**src/rtl/l2_port_pkg.sv**
```systemverilog
// Shared definitions for the L2 side of the L1<->L2 arbiter: responder FSM
// encoding and the request-field widths the arbiter also uses.
package l2_port_pkg;

  localparam int NUM_L1S      = 2;
  localparam int NUM_L1S_LOG  = 1;
  localparam int ADDR_WIDTH   = 32;
  localparam int DATA_WIDTH   = 256;
  localparam int CPU_ID_WIDTH = 2;

  typedef enum logic [1:0] {
    IDLE  = 2'd0,
    ISSUE = 2'd1,
    WAIT  = 2'd2,
    RESP  = 2'd3
  } l2_state_e;

endpackage

```
**src/rtl/l2_request_responder_if.sv**
```systemverilog
// Request, cache-array and response signals of the L2 responder.
// Handshakes: req_accept pops the arbiter FIFO on the edge where it is high;
// cache_req is held until cache_ready; cache_rdata is valid with cache_done;
// resp_valid is a one-cycle strobe, never raised while the target FIFO is full.
interface l2_request_responder_if #(
  parameter int num_L1s      = 2,
  parameter int num_L1s_log  = 1,
  parameter int addr_width   = 32,
  parameter int data_width   = 256,
  parameter int cpu_id_width = 2
);
  logic                    req_valid;
  logic                    req_rw;
  logic [addr_width-1:0]   req_addr;
  logic [data_width-1:0]   req_data;
  logic [cpu_id_width-1:0] req_id;
  logic [num_L1s_log-1:0]  req_src;
  logic                    req_accept;

  logic                    cache_req;
  logic                    cache_rw;
  logic [addr_width-1:0]   cache_addr;
  logic [data_width-1:0]   cache_wdata;
  logic                    cache_ready;
  logic                    cache_done;
  logic [data_width-1:0]   cache_rdata;

  logic [num_L1s-1:0]      resp_full;
  logic                    resp_valid;
  logic                    resp_rw;
  logic [addr_width-1:0]   resp_addr;
  logic [data_width-1:0]   resp_data;
  logic [cpu_id_width-1:0] resp_id;
  logic [num_L1s_log-1:0]  resp_dst;
  logic                    timeout_err;

  modport slave (
    input  req_valid, req_rw, req_addr, req_data, req_id, req_src,
    output req_accept,
    output cache_req, cache_rw, cache_addr, cache_wdata,
    input  cache_ready, cache_done, cache_rdata,
    input  resp_full,
    output resp_valid, resp_rw, resp_addr, resp_data, resp_id, resp_dst,
    output timeout_err
  );

  modport master (
    output req_valid, req_rw, req_addr, req_data, req_id, req_src,
    input  req_accept,
    input  cache_req, cache_rw, cache_addr, cache_wdata,
    output cache_ready, cache_done, cache_rdata,
    output resp_full,
    input  resp_valid, resp_rw, resp_addr, resp_data, resp_id, resp_dst,
    input  timeout_err
  );
endinterface

```
**src/rtl/l2_port_watchdog.sv**
```systemverilog
// Wait-cycle counter for the responder; expired is high once the count has
// reached its all-ones limit, where it then holds.
module l2_port_watchdog #(
  parameter int width = 8
) (
  input  logic clk,
  input  logic reset,
  input  logic clear,
  input  logic inc,
  output logic expired
);
  logic [width-1:0] count;

  always_ff @(posedge clk or posedge reset) begin
    if (reset) begin
      count <= '0;
    end else if (clear) begin
      count <= '0;
    end else if (inc && !expired) begin
      count <= count + 1'b1;
    end
  end

  assign expired = &count;

endmodule

```
**src/rtl/l2_request_responder.sv**
```systemverilog
// L2-side endpoint: pops one arbiter request, runs it through the L2 array
// and returns the tagged completion to the originating L1.
module l2_request_responder
  import l2_port_pkg::*;
#(
  parameter int num_L1s      = NUM_L1S,
  parameter int num_L1s_log  = NUM_L1S_LOG,
  parameter int addr_width   = ADDR_WIDTH,
  parameter int data_width   = DATA_WIDTH,
  parameter int cpu_id_width = CPU_ID_WIDTH,
  parameter int timeout_log  = 8
) (
  input  logic                  clk,
  input  logic                  reset,
  input  logic                  enable,
  l2_request_responder_if.slave bus,
  output l2_state_e             dbg_state
);
  l2_state_e               state;
  logic                    rw_q;
  logic [addr_width-1:0]   addr_q;
  logic [data_width-1:0]   wdata_q;
  logic [cpu_id_width-1:0] id_q;
  logic [num_L1s_log-1:0]  src_q;
  logic [data_width-1:0]   data_q;
  logic                    timeout_q;

  logic                    dst_full;
  logic                    wd_clear;
  logic                    wd_inc;
  logic                    wd_expired;
  logic [data_width-1:0]   done_data;

  // Indices past num_L1s have no FIFO behind them, so they never block.
  always_comb begin
    dst_full = 1'b0;
    for (int i = 0; i < num_L1s; i++) begin
      if (int'(src_q) == i) dst_full = bus.resp_full[i];
    end
  end

  assign done_data = rw_q ? wdata_q : bus.cache_rdata;
  assign wd_clear  = enable && (state == ISSUE) && bus.cache_ready;
  assign wd_inc    = enable && (state == WAIT) && !bus.cache_done;

  // Timeout fires in the WAIT cycle whose count is already at the limit.
  l2_port_watchdog #(.width(timeout_log)) u_watchdog (
    .clk     (clk),
    .reset   (reset),
    .clear   (wd_clear),
    .inc     (wd_inc),
    .expired (wd_expired)
  );

  always_ff @(posedge clk or posedge reset) begin
    if (reset) begin
      state     <= IDLE;
      rw_q      <= 1'b0;
      addr_q    <= '0;
      wdata_q   <= '0;
      id_q      <= '0;
      src_q     <= '0;
      data_q    <= '0;
      timeout_q <= 1'b0;
    end else if (enable) begin
      case (state)
        IDLE: begin
          if (bus.req_valid) begin
            rw_q    <= bus.req_rw;
            addr_q  <= bus.req_addr;
            wdata_q <= bus.req_data;
            id_q    <= bus.req_id;
            src_q   <= bus.req_src;
            state   <= ISSUE;
          end
        end
        ISSUE: begin
          if (bus.cache_ready) begin
            if (bus.cache_done) begin
              data_q <= done_data;
              state  <= RESP;
            end else begin
              state  <= WAIT;
            end
          end
        end
        WAIT: begin
          if (bus.cache_done) begin
            data_q <= done_data;
            state  <= RESP;
          end else if (wd_expired) begin
            timeout_q <= 1'b1;
            data_q    <= '0;
            state     <= RESP;
          end
        end
        RESP: begin
          if (!dst_full) state <= IDLE;
        end
        default: state <= IDLE;
      endcase
    end
  end

  // Reset gates the accept so an asserted reset never pops the arbiter.
  assign bus.req_accept  = enable && !reset && bus.req_valid && (state == IDLE);
  assign bus.cache_req   = enable && (state == ISSUE);
  assign bus.cache_rw    = rw_q;
  assign bus.cache_addr  = addr_q;
  assign bus.cache_wdata = wdata_q;

  assign bus.resp_valid  = enable && (state == RESP) && !dst_full;
  assign bus.resp_rw     = rw_q;
  assign bus.resp_addr   = addr_q;
  assign bus.resp_data   = data_q;
  assign bus.resp_id     = id_q;
  assign bus.resp_dst    = src_q;
  assign bus.timeout_err = timeout_q;

  assign dbg_state = state;

endmodule
```
**src/flat_wrapper.sv**
```systemverilog
// flat-port wrapper written by rule: the top's interface ports become plain ports
module l2_request_responder_flat import l2_port_pkg::*;
#(
  parameter int num_L1s      = NUM_L1S,
  parameter int num_L1s_log  = NUM_L1S_LOG,
  parameter int addr_width   = ADDR_WIDTH,
  parameter int data_width   = DATA_WIDTH,
  parameter int cpu_id_width = CPU_ID_WIDTH,
  parameter int timeout_log  = 8
)
  (clk, reset, enable, dbg_state, bus_req_valid, bus_req_rw, bus_req_addr, bus_req_data, bus_req_id, bus_req_src, bus_req_accept, bus_cache_req, bus_cache_rw, bus_cache_addr, bus_cache_wdata, bus_cache_ready, bus_cache_done, bus_cache_rdata, bus_resp_full, bus_resp_valid, bus_resp_rw, bus_resp_addr, bus_resp_data, bus_resp_id, bus_resp_dst, bus_timeout_err);
  l2_request_responder_if #(.num_L1s(num_L1s), .num_L1s_log(num_L1s_log), .addr_width(addr_width), .data_width(data_width), .cpu_id_width(cpu_id_width)) bus_i ();
  input  logic clk;
  input  logic reset;
  input  logic enable;
  output l2_state_e dbg_state;
  input wire logic [$bits(bus_i.req_valid)-1:0] bus_req_valid;
  input wire logic [$bits(bus_i.req_rw)-1:0] bus_req_rw;
  input wire logic [$bits(bus_i.req_addr)-1:0] bus_req_addr;
  input wire logic [$bits(bus_i.req_data)-1:0] bus_req_data;
  input wire logic [$bits(bus_i.req_id)-1:0] bus_req_id;
  input wire logic [$bits(bus_i.req_src)-1:0] bus_req_src;
  output wire logic [$bits(bus_i.req_accept)-1:0] bus_req_accept;
  output wire logic [$bits(bus_i.cache_req)-1:0] bus_cache_req;
  output wire logic [$bits(bus_i.cache_rw)-1:0] bus_cache_rw;
  output wire logic [$bits(bus_i.cache_addr)-1:0] bus_cache_addr;
  output wire logic [$bits(bus_i.cache_wdata)-1:0] bus_cache_wdata;
  input wire logic [$bits(bus_i.cache_ready)-1:0] bus_cache_ready;
  input wire logic [$bits(bus_i.cache_done)-1:0] bus_cache_done;
  input wire logic [$bits(bus_i.cache_rdata)-1:0] bus_cache_rdata;
  input wire logic [$bits(bus_i.resp_full)-1:0] bus_resp_full;
  output wire logic [$bits(bus_i.resp_valid)-1:0] bus_resp_valid;
  output wire logic [$bits(bus_i.resp_rw)-1:0] bus_resp_rw;
  output wire logic [$bits(bus_i.resp_addr)-1:0] bus_resp_addr;
  output wire logic [$bits(bus_i.resp_data)-1:0] bus_resp_data;
  output wire logic [$bits(bus_i.resp_id)-1:0] bus_resp_id;
  output wire logic [$bits(bus_i.resp_dst)-1:0] bus_resp_dst;
  output wire logic [$bits(bus_i.timeout_err)-1:0] bus_timeout_err;
  assign bus_i.req_valid = bus_req_valid;
  assign bus_i.req_rw = bus_req_rw;
  assign bus_i.req_addr = bus_req_addr;
  assign bus_i.req_data = bus_req_data;
  assign bus_i.req_id = bus_req_id;
  assign bus_i.req_src = bus_req_src;
  assign bus_req_accept = bus_i.req_accept;
  assign bus_cache_req = bus_i.cache_req;
  assign bus_cache_rw = bus_i.cache_rw;
  assign bus_cache_addr = bus_i.cache_addr;
  assign bus_cache_wdata = bus_i.cache_wdata;
  assign bus_i.cache_ready = bus_cache_ready;
  assign bus_i.cache_done = bus_cache_done;
  assign bus_i.cache_rdata = bus_cache_rdata;
  assign bus_i.resp_full = bus_resp_full;
  assign bus_resp_valid = bus_i.resp_valid;
  assign bus_resp_rw = bus_i.resp_rw;
  assign bus_resp_addr = bus_i.resp_addr;
  assign bus_resp_data = bus_i.resp_data;
  assign bus_resp_id = bus_i.resp_id;
  assign bus_resp_dst = bus_i.resp_dst;
  assign bus_timeout_err = bus_i.timeout_err;
  l2_request_responder #(.num_L1s(num_L1s), .num_L1s_log(num_L1s_log), .addr_width(addr_width), .data_width(data_width), .cpu_id_width(cpu_id_width), .timeout_log(timeout_log)) u_core (.clk(clk), .reset(reset), .enable(enable), .bus(bus_i), .dbg_state(dbg_state));
endmodule
```
**config.mk**
```make
export PLATFORM = sky130hd
export DESIGN_NAME = l2_request_responder_flat
export DESIGN_NICKNAME = d
export VERILOG_FILES = /design/src/rtl/l2_port_pkg.sv /design/src/rtl/l2_request_responder_if.sv /design/src/rtl/l2_port_watchdog.sv /design/src/rtl/l2_request_responder.sv /design/src/flat_wrapper.sv
export SDC_FILE = /design/constraint.sdc
export NUM_CORES = 1
export LEC_CHECK = 0
export BUFFER_PORTS_ARGS = -buffer_cell sky130_fd_sc_hd__buf_2
export CELL_PAD_IN_SITES_DETAIL_PLACEMENT = 1
export CELL_PAD_IN_SITES_GLOBAL_PLACEMENT = 1
export CORE_AREA = 2 2 451 453
export CTS_CLUSTER_DIAMETER = 30
export DETAILED_ROUTE_END_ITERATION = 12
export DIE_AREA = 0 0 453 455
export PLACE_DENSITY = 0.43
export SYNTH_ARGS = -nofsm -noshare
export SYNTH_HDL_FRONTEND = slang
export SYNTH_SLANG_ARGS = --single-unit
```
**constraint.sdc**
```tcl
create_clock -name clk -period 18.9 [get_ports clk]
set_clock_uncertainty 0.2 [all_clocks]
set_input_delay 1.89 -clock clk [delete_from_list [all_inputs] [get_ports clk]]
set_output_delay 1.89 -clock clk [all_outputs]
set_load 0.01 [all_outputs]
```
## After elaboration in Yosys (flattened, before gate mapping)

Cells that the tools add are included.

| word-level totals | value |
|---|---|
| register bits after elaboration | 559 |
| input port bits | 556 |
| word-level logic and storage cells | 57 |

| cells by class | value |
|---|---|
| add/sub/neg operators | 1 |
| eq/ne operators | 8 |
| mux-type cells | 16 |
| bitwise gates (word level) | 1 |
| reductions and logical operators | 22 |

Operator list:

| kind | number |
|---|---|
| 2-to-1 mux 256 bit | 5 |
| one-hot mux 256 bit (2 select lines) | 1 |
| 2-to-1 mux 8 bit | 2 |
| AND reduction 11 bit | 1 |
| logical AND 1 bit | 10 |
| 2-to-1 mux 2 bit | 5 |
| AND reduction 5 bit | 2 |
| adder 8 x 1 -> 8 bit (second input constant) | 1 |
| inequality test 2 bit (second input constant) | 4 |
| one-hot mux 2 bit (4 select lines) | 1 |
| AND reduction 8 bit | 1 |
| equality test 2 bit (second input constant) | 2 |
| logical NOT 1 bit | 4 |
| nonzero test 2 bit | 2 |
| inequality test 3 bit (second input constant) | 1 |
| AND reduction 3 bit | 1 |
| equality test 2 x 1 -> 1 bit (second input constant) | 1 |
| logical NOT 2 bit | 1 |
| 2-to-1 mux 1 bit | 2 |
| NOT 1 bit | 1 |

## Longest topological paths before layout

Gate-level depths: netlist (run 1).

| logic depth | value |
|---|---|
| word-level depth | 6 |
| depth in mapped cells | 8 |
| depth with buffers taken out | 6 |

## Cells and area by module

A second synthesis (run 1) with hierarchy kept.

| second synthesis, totals | value |
|---|---|
| cells, all modules | 1845 |
| area total of the unflattened synthesis | 26347.8 µm² |

By module, submodules not included:

| module | instances | cells each | area each (µm²) | seq. area each (µm²) |
|---|---|---|---|---|
| l2_request_responder | 1 | 1799 | 25876.1 | 13788.2 |
| l2_port_watchdog | 1 | 46 | 471.7 | 200.2 |

## Worst setup path after synthesis (run 1)

No wires, ideal clock.

| timing path | value |
|---|---|
| kind | input -> output |
| start | in enable |
| end | out bus_req_accept |
| arrival | 2779 ps |
| required time | 16810 ps |
| path slack | 14031 ps |
| stages | 5 |
| cells stage by stage | buf_2 -> nand3_1 -> clkbuf_1 -> buf_2 -> nor2_1 |

| between the ends | value |
|---|---|
| word-level cells in the longest chain between the ends | 3 |

RTL lines:

| element | RTL line | source |
|---|---|---|
| from (decl) | flat_wrapper.sv:15 | `input logic enable;` |
| logical AND 1 bit (3 in a row) | l2_request_responder.sv:106 | `assign bus.req_accept = enable && !reset && bus.req_valid && (state == IDLE);` |
| to (decl) | flat_wrapper.sv:23 | `output wire logic [$bits(bus_i.req_accept)-1:0] bus_req_accept;` |

Every way passes these cells.

## Worst setup path after layout (run 1)

Ends and elaborated chain as after synthesis.

==> flow_summary.toml, run 1 <==
[outcome]
status = "completed"

[power_and_ir_drop]
netSwitchingPower_mw = 2.85
p_sw_share_pct = 35.5
p_leak_nw = 18.4
powerDensity_mw_per_mm2 = 208
clkPwrFrac_pct = 40.6
p_int_mw = 5.18
power_mw = 8.03
sequentialPowerShare_pct = 28.3
comb_power_share_pct = 31.1
peakVddDrop_v = 0.0000862

[clock_tree]
post_cts_buffers = 0
cts_hold_buf = 0
clk_pin_slew_ps = 40
cts_buffer_depth = 3
cts_root_buf = "clkbuf_16"
cts_made_buffers = 191
clock_latency_ps = 800
cts.sinks = 559
htreeDepth = 4
cts_tree = "done"
ctsResizeCount = 0

[hold_path]
whs_path_depth = 1
min_path_type = "register to register"
holdPathEnd = "u_core.bus.resp_data[117]"
min-delay-start = "u_core.bus.resp_data[117]"

[synthesis]
synth_cells = 1582
synthDistinctLibCells = 38
synth.most_common_cell = "dfrtp_1"
yosys-top-cells-area = "dfrtp_1, mux2_2, mux2i_1"
synth_edf_count = 0
synth_area_mm2 = 0.0235
ys_seq_area_share_pct = 59.5
async_flop_share_pct = 100
yosys_warnings = 0
synth_commonest_cells = "dfrtp_1, mux2_2, mux2i_1, o2bb2ai_1, clkbuf_1"
ys.flop_type = "dfrtp_1"
synth-seq-cells = 559
syn_nets = 2144
synth_top_area_share_pct = 59.5
yosys.area.top_type = "dfrtp_1"
syn_area_per_cell_um2 = 14.9

[critical_path]
reg2reg_to = "u_core.bus.resp_data[57]"
r2r_cells = 8
critPathCaptureType = "output port"
cp-start-kind = "input pin"
cp_data_required_time_ps = 16810
arrival_ps = 3640
critPathKind = "input pin to output port"
r2r_slack_ps = 14210
rr_startpoint = "u_core.dbg_state[1]"
cp_max_fo = 40

[drt]
via_count = 19100
drt-initial-drc-count = 773
wl_per_cell_um = 22.3
viasPerCell = 3.40
wl_um = 126000
firstDrtPassIters = 4
drc = 0
antenna_left = 0

[sta]
finalCritPeriodShare_pct = 30.3
maxSlewHeadroom_pct = 37.1
clock.fmax_ghz = 0.175
worstMarginPinSlew_ps = 943
hold_violations = 0
period_needed_ps = 5730
drv_slew = 0
setup_viol = 0
worst_hold_slack_ps = 279
setup-tns-final_ps = 0
rsz0062_at_grt = "false"

[flow_run]
maxCapViolations = 0

[floorplan]
die_area_mm2 = 0.206
rows = 165
core_mm2 = 0.201
io_pins = 1143
initial_utilization_pct = 11.7
die_w_um = 453
die_h_um = 455

[grt]
grt_pass1_vias = 20500
grt_start_max_net_pins = 127
antenna_found_initial = 20
grtUsageTotal_pct = 11.6
grt_pass1_wl_um = 169000
overflow = 0

[place]
hpwl_um = 96300
gp_congestion = 0.807
portBuffers = 1142

[finish]
syn2layout_area_growth_pct = 64.4
fin_util_pct = 19.2
nFillCells = 22900
nNetsFinal = 3352
layout-drive-gt1-share_pct = 60.6
worst max-delay path by stage:
| stage | to | start | slack, ps |
|---|---|---|---|
| global route | bus_req_accept | enable | 13060 |
| detailed placement | bus_req_accept | enable | 13100 |
| global placement | u_core.bus.cache_addr[24] | reset | 13160 |
| CTS | bus_req_accept | enable | 13100 |
| floorplan | u_core.bus.cache_addr[0] | reset | 1180 |
| finish | bus_req_accept | enable | 13170 |
per-stage QoR:
| step | area (um2) | instances | worst slack, ps |
|---|---|---|---|
| floorplan | 23500 | 1582 | 1180 |
| global placement | 31900 | 5269 | 13160 |
| detailed placement | 31900 | 5269 | 13100 |
| CTS | 38600 | 5622 | 13100 |
| global route | 38600 | 5623 | 13060 |
| finish | 38600 | 5624 | 13170 |
layout by cell type (no fill, tap or decap), drive strengths merged, types with 2 or more instances in the layout:
cell,netlist,routed
xor2,3,3
inv,6,10
buf,97,1167
nand3,5,5
dfrtp,559,559
nor4b,2,2
o211ai,2,2
ha,6,6
bufinv,0,22
nor2,9,9
clkinv,0,51
nand4,3,3
a21oi,2,2
mux2,295,295
clkbuf,55,271
o21ai,2,2
and3,2,2
clkinvlp,0,5
mux2i,257,257
xnor2,2,2
o2bb2ai,256,256
diode,0,2
nand2,4,4
sequential cells by signal, indices dropped and copies added (netlist names):
name	cells
u_core.bus.resp_id	2
u_core.bus.resp_data	256
u_core.bus.timeout_err	1
u_core.bus.cache_rw	1
u_core.bus.cache_wdata	256
u_core.bus.cache_addr	32
u_core.dbg_state	2
u_core.bus.resp_dst	1
u_core.u_watchdog.count	8
critical path, stage by stage:
cell and delay, ps:
buf_2 230, nand3_4 590, nor2_1 690, buf_2 240
cell families (layout without fill, tap and decap cells):
| logic type | Yosys count | after routing | share of synthesized area, % |
|---|---|---|---|
| DFF | 559 | 559 | 59.5 |
| and+or+nand+nor | 32 | 32 | 0.756 |
| buffers and inverters | 158 | 1526 | 4.10 |
| adders and majority gates | 6 | 6 | 0.319 |
| other | 0 | 2 | 0 |
| xor gates and xnor gates | 5 | 5 | 0.186 |
| AOI/OAI and AO/OA | 270 | 270 | 10.0 |
| muxes | 552 | 552 | 25.1 |
cell type report:
cell class / count / area [um2] / area share (%)
Timing Repair Buffer: 1167 / 5940 / 15.4
Multi-Input combinational cell: 865 / 8570 / 22.2
Antenna cell: 2 / 5.00 / 0.0130
Inverter: 6 / 30.0 / 0.0777
Tap cell: 2672 / 3340 / 8.66
Sequential cell: 559 / 14000 / 36.2
Clock inverter: 82 / 1210 / 3.13
Clock buffer: 271 / 5530 / 14.3
power groups by stage:
stage | registers, mW | logic [mW] | clock network [mW]
final | 2.27 | 2.50 | 3.26
after global routing | 2.35 | 2.68 | 3.41
after CTS | 2.28 | 2.56 | 3.33
after detailed placement | 2.28 | 2.56 | 0
after global placement | 2.27 | 2.56 | 0
after floorplan | 2.37 | 1.11 | 0
metal layers:
layer	global-route usage, %	vias up	part of all wire (%)
li1	-	8415	-
met1	14.5	9806	43
met2	19.1	725	49
met3	3.63	187	6.3
met4	3.34	6	2.2
met5	0	-	0.027
No activity file was read; power rests on OpenSTA's default activity.
==> run 2, diff against run 1 <==
- CORE_AREA: 2 2 451 453 -> 2 2 452 454
- DIE_AREA: 0 0 453 455 -> 0 0 454 456
- PLACE_DENSITY: 0.43 -> 0.42
- clock period: 18.9 -> 5.8 ns (I/O delays scaled with it)
==> run 2 against run 1 <==
Against the previous run: clock power rose to 3.3 times the previous value; sequential power rose to 3.3 times the previous value; combinational power rose to 3.5 times the previous value; utilization rose by 2.8 points; die area rose by 0.44%; largest power group unchanged; highest routed layer unchanged.
==> flow_summary.toml, run 2 (synthesized netlist as in run 1, its figures left out) <==
[drt]
wl_um = 137000
routed.top_layer = "met5"
met1_length_um = 54700
antenna_left = 0
viasPerCell = 3.47
met3_length_um = 11200
drc = 0
wl_per_cell_um = 22.1
drt-initial-drc-count = 977
via_count = 21400
firstDrtPassIters = 5
met2_wirelength_um = 66000

[flow_run]
maxCapViolations = 0

[grt]
grt_pass1_wl_um = 188000
antenna_found_initial = 17
grt_start_max_net_pins = 139
grtUsageTotal_pct = 12.8
grt_pass1_vias = 24000
overflow = 0

[place]
hpwl_um = 104000
portBuffers = 1142
dpl_worst_slack_ps = 2100
gp_congestion = 0.839
placedInstanceArea_mm2 = 0.0320

[power_and_ir_drop]
powerDensity_mw_per_mm2 = 610
p_leak_nw = 20.9
peakVddDrop_v = 0.000311

[critical_path]
cp_data_required_time_ps = 6230
cp-start-kind = "register"
critPathKind = "register to register"
path_cells = "inv_1 -> ha_1 -> mux2_2 -> nand3_4 -> o41a_4 -> buf_12 -> o2bb2ai_1"
critPathMaxStageDelay_ps = 640
r2r_slack_ps = 2010
reg2reg_to = "u_core.bus.resp_data[111]"
critPathSlowestCell = "o41a_4"
rr_startpoint = "u_core.dbg_state[1]"
worstSetupStartpoint = "u_core.dbg_state[1]"
cp_max_fo = 110
critPathCaptureType = "register"
arrival_ps = 4230
r2r_cells = 7

[clock_tree]
cts_buffer_depth = 3
post_cts_buffers = 0
cts_made_buffers = 201
cts_hold_buf = 536
cts.sinks = 559
clock_latency_ps = 800
htreeDepth = 4
clk_pin_slew_ps = 50
cts_tree = "done"
cts_root_buf = "clkbuf_16"
ctsResizeCount = 0

[sta]
clock.fmax_ghz = 0.264
rsz0062_at_grt = "false"
maxSlewHeadroom_pct = 30.8
worstMarginPinSlew_ps = 1040
hold_violations = 0
finalCritPeriodShare_pct = 65.4
worst_slack_ps = 2010
setup_viol = 0
period_needed_ps = 3790
drv_slew = 0

[hold_path]
min-delay-start = "bus_cache_rdata[239]"
min_path_type = "input pin to register"
whs_path_depth = 3
holdPathEnd = "u_core.bus.resp_data[239]"

[finish]
layout_commonest_cell = "buf_2"
fin_area_mm2 = 0.0444
nNetsFinal = 3904
layout-drive-gt1-share_pct = 51.4
layout_common_cells = "buf_2, dfrtp_1, dlygate4sd3_1, mux2_2, mux2i_1"
syn2layout_area_growth_pct = 89.0

[floorplan]
die_area_mm2 = 0.207
io_pins = 1143
die_w_um = 454
die_h_um = 456
initial_utilization_pct = 11.7
rows = 165
core_mm2 = 0.202

[outcome]
status = "completed"
## run 2: worst max-delay path by stage
stage | endpoint | slack, ps | cells past startpoint
2_1_floorplan | u_core.bus.cache_addr[0] | -2590 | 1
3_3_place_gp | u_core.bus.resp_data[248] | 2160 | 7
3_5_place_dp | u_core.bus.resp_data[247] | 2100 | 7
4_1_cts | u_core.bus.resp_data[105] | 2030 | 7
5_1_grt | u_core.bus.resp_data[111] | 1820 | 7
6_report | u_core.bus.resp_data[111] | 2010 | 7
## run 2: routing by layer
layer  track usage, %  up-vias
li1                 -     9519
met2             21.0      813
met3             5.00      219
met5                0        -
met4             5.20        2
met1             14.8    10900
## run 2: cell type report
cell class / count / area (um2)
Inverter: 6 / 26.3
Antenna cell: 8 / 20.0
Sequential cell: 559 / 14000
Clock buffer: 287 / 5790
Multi-Input combinational cell: 865 / 8570
Clock inverter: 81 / 1220
Fill cell: 22700 / 157000
Tap cell: 2672 / 3340
Timing Repair Buffer: 1709 / 11400
## run 2: critical path, delay by kind of cell (launching register included)
kind | cells | cell delay [ps]
flops | 1 | 450
mux | 1 | 390
buf+inv | 2 | 540
fa+ha+maj | 1 | 290
simple gates | 1 | 590
compound gates | 2 | 830
## run 2: power breakdown
group / leakage (nW) / internal, mW / switching, mW
Combinational: 10.5 / 3.85 / 4.89
Clock: 3.43 / 7.67 / 3.22
Sequential: 6.89 / 5.76 / 1.69
Total: 20.9 / 17.3 / 9.80
## run 2: metrics by stage
| step | hold slack [ps] | util, % | cells | power (mW) | TNS [ps] |
|---|---|---|---|---|---|
| floorplan | 303 | - | 1582 | 11.3 | -1447660 |
| global placement | 267 | 15.9 | 5275 | 16.0 | 0 |
| detailed placement | 256 | 15.9 | 5275 | 16.1 | 0 |
| CTS | 9.62 | 22.0 | 6179 | 27.5 | 0 |
| global route | 33.9 | 22.0 | 6182 | 28.4 | 0 |
| finish | 36.3 | 22.0 | 6187 | 27.1 | 0 |
==> run 3, diff against run 2 <==
- ABC_AREA: unset -> 1
- CORE_AREA: 2 2 452 454 -> 2 2 440 442
- DIE_AREA: 0 0 454 456 -> 0 0 442 444
- PLACE_DENSITY: 0.42 -> 0.46
- clock period: 5.8 -> 3.9 ns (I/O delays scaled with it)
==> run 3 against run 2 <==
Against the previous run: first-iteration DRC count rose by 28%; routed wire length rose by 17%; synthesized cell count rose by 75%; critical path type is now register to output port; final cell count rose by 16%; largest cell class unchanged; utilization rose by 2.6 points; clock-buffer cell count rose by 11; setup slack got worse by 1100 ps; sequential power rose by 46%.
==> flow_summary.toml, run 3 <==
[outcome]
status = "completed"

[synthesis]
synth_cells = 2767
synth_area_mm2 = 0.0259
synth_edf_count = 0
yosys_warnings = 0
synth_top_area_share_pct = 54.0
async_flop_share_pct = 100
synth-seq-cells = 559
ys.flop_type = "dfrtp_1"
synth.most_common_cell = "nand2_1"
syn_nets = 3329
synth_commonest_cells = "nand2_1, dfrtp_1, mux2_2, a21oi_1, nand4_1"
syn_area_per_cell_um2 = 9.35
ys_seq_area_share_pct = 54.0
yosys.area.top_type = "dfrtp_1"
synthDistinctLibCells = 28
yosys-top-cells-area = "dfrtp_1, nand2_1, mux2_2"

[flow_run]
maxCapViolations = 0

[clock_tree]
cts_buffer_depth = 3
cts_root_buf = "clkbuf_16"
ctsResizeCount = 0
cts_made_buffers = 197
clock_latency_ps = 800
htreeDepth = 4
clk_pin_slew_ps = 40
cts.sinks = 559
cts_tree = "done"

[place]
portBuffers = 1142
gp_congestion = 0.850
hpwl_um = 117000

[drt]
via_count = 28100
wl_um = 160000
drt-initial-drc-count = 1255
wl_per_cell_um = 22.2
firstDrtPassIters = 5
viasPerCell = 3.91
drc = 0
antenna_left = 0

[power_and_ir_drop]
peakVddDrop_v = 0.000458
powerDensity_mw_per_mm2 = 909
power_mw = 42.8
p_leak_nw = 23.1

[sta]
worstMarginPinSlew_ps = 993
rsz0062_at_grt = "false"
worst_hold_slack_ps = 96.0
drv_slew = 0
period_needed_ps = 2960
finalCritPeriodShare_pct = 75.8
setup_viol = 0
hold_violations = 0
maxSlewHeadroom_pct = 33.8
clock.fmax_ghz = 0.338

[grt]
grt_start_max_net_pins = 118
grtUsageTotal_pct = 15.8
grt_pass1_wl_um = 227000
grt_pass1_vias = 31000
overflow = 0
antenna_found_initial = 13

[floorplan]
initial_utilization_pct = 13.5
core_mm2 = 0.192
die_h_um = 444
die_w_um = 442
die_area_mm2 = 0.196
io_pins = 1143
rows = 161

[critical_path]
arrival_ps = 2370
critPathCaptureType = "output port"
critPathKind = "register to output port"
r2r_slack_ps = 1120
cp_data_required_time_ps = 3310
cp_max_fo = 12
cp-start-kind = "register"

[finish]
layout_commonest_cell = "buf_2"
nNetsFinal = 5049
layout-drive-gt1-share_pct = 39.6
syn2layout_area_growth_pct = 81.9
layout_common_cells = "buf_2, nand2_1, dlygate4sd3_1, dfrtp_1, mux2_2"
fin_util_pct = 24.6

[hold_path]
min_path_type = "input pin to register"
==> run 3: per-layer routing <==
| layer | GRT usage, % | vias to the layer above | routed length [um] |
|---|---|---|---|
| li1 | - | 12800 | - |
| met1 | 17.9 | 14200 | 62300 |
| met2 | 27.5 | 857 | 81200 |
| met3 | 5.39 | 249 | 11400 |
| met4 | 5.54 | 4 | 4760 |
| met5 | 0 | - | 25 |
==> run 3: critical path, cell delays in order (launching register included) <==
cell and delay [ps]:
dfrtp_1 440, inv_1 140, ha_1 220, nand3_4 230, nor2_1 160, buf_4 200
buf_2 150
==> run 3: final cells by class <==
cell class	count	area, um2
fill	22300	144000
clock buffer	298	5980
antenna	4	10.0
inverter	18	78.8
sequential	559	14000
clock inverter	67	1020
timing repair buffer	1786	12300
multi-input combinational	1925	10500
tap	2526	3160
==> run 3: kinds of logic after synthesis <==
kind of cell,after synthesis,share of synthesized area [%]
buffers and inverters,283,5.44
DFF,559,54.0
muxes,285,12.4
xor gates and xnor gates,1,0.0338
adders and majority gates,6,0.290
AOI/OAI and AO/OA,270,5.27
and+or+nand+nor,1363,22.5
==> run 3: what timing repair did <==
| item | CTS | global route |
|---|---|---|
| setup buffers | 0 | 0 |
| endpoints found under the setup margin | 0 | 0 |
| endpoints found under the hold margin | 628 | 0 |
| hold buffers | 573 | 0 |
==> run 3: final timing paths <==
check,end,start,depth (start not counted)
worst max-delay path,bus_req_accept,u_core.dbg_state[1],6
worst min-delay path,u_core.bus.resp_data[227],bus_cache_ready,4
worst max register to register,u_core.bus.resp_data[232],u_core.dbg_state[1],9
worst min register to register,u_core.bus.resp_data[162],u_core.bus.resp_data[162],2
max in group asynchronous,u_core.bus.cache_wdata[57],reset,5
min in group asynchronous,u_core.bus.resp_data[225],reset,3
==> run 3: power breakdown <==
group,switching (mW),internal (mW),total (mW)
combinational,9.75,5.88,15.6
sequential,2.39,8.52,10.9
clock,4.67,11.6,16.3
total,16.8,26.0,42.8
==> run 3: stage by stage <==
stage | TNS [ps] | setup slack [ps] | area, um2 | std cells
detailed placement | 0 | 1230 | 34300 | 6241
global placement | 0 | 1240 | 34300 | 6241
floorplan | -2403550 | -4300 | 25900 | 2767
global route | 0 | 742 | 47100 | 7183
finish | 0 | 943 | 47100 | 7183
CTS | 0 | 748 | 47100 | 7179
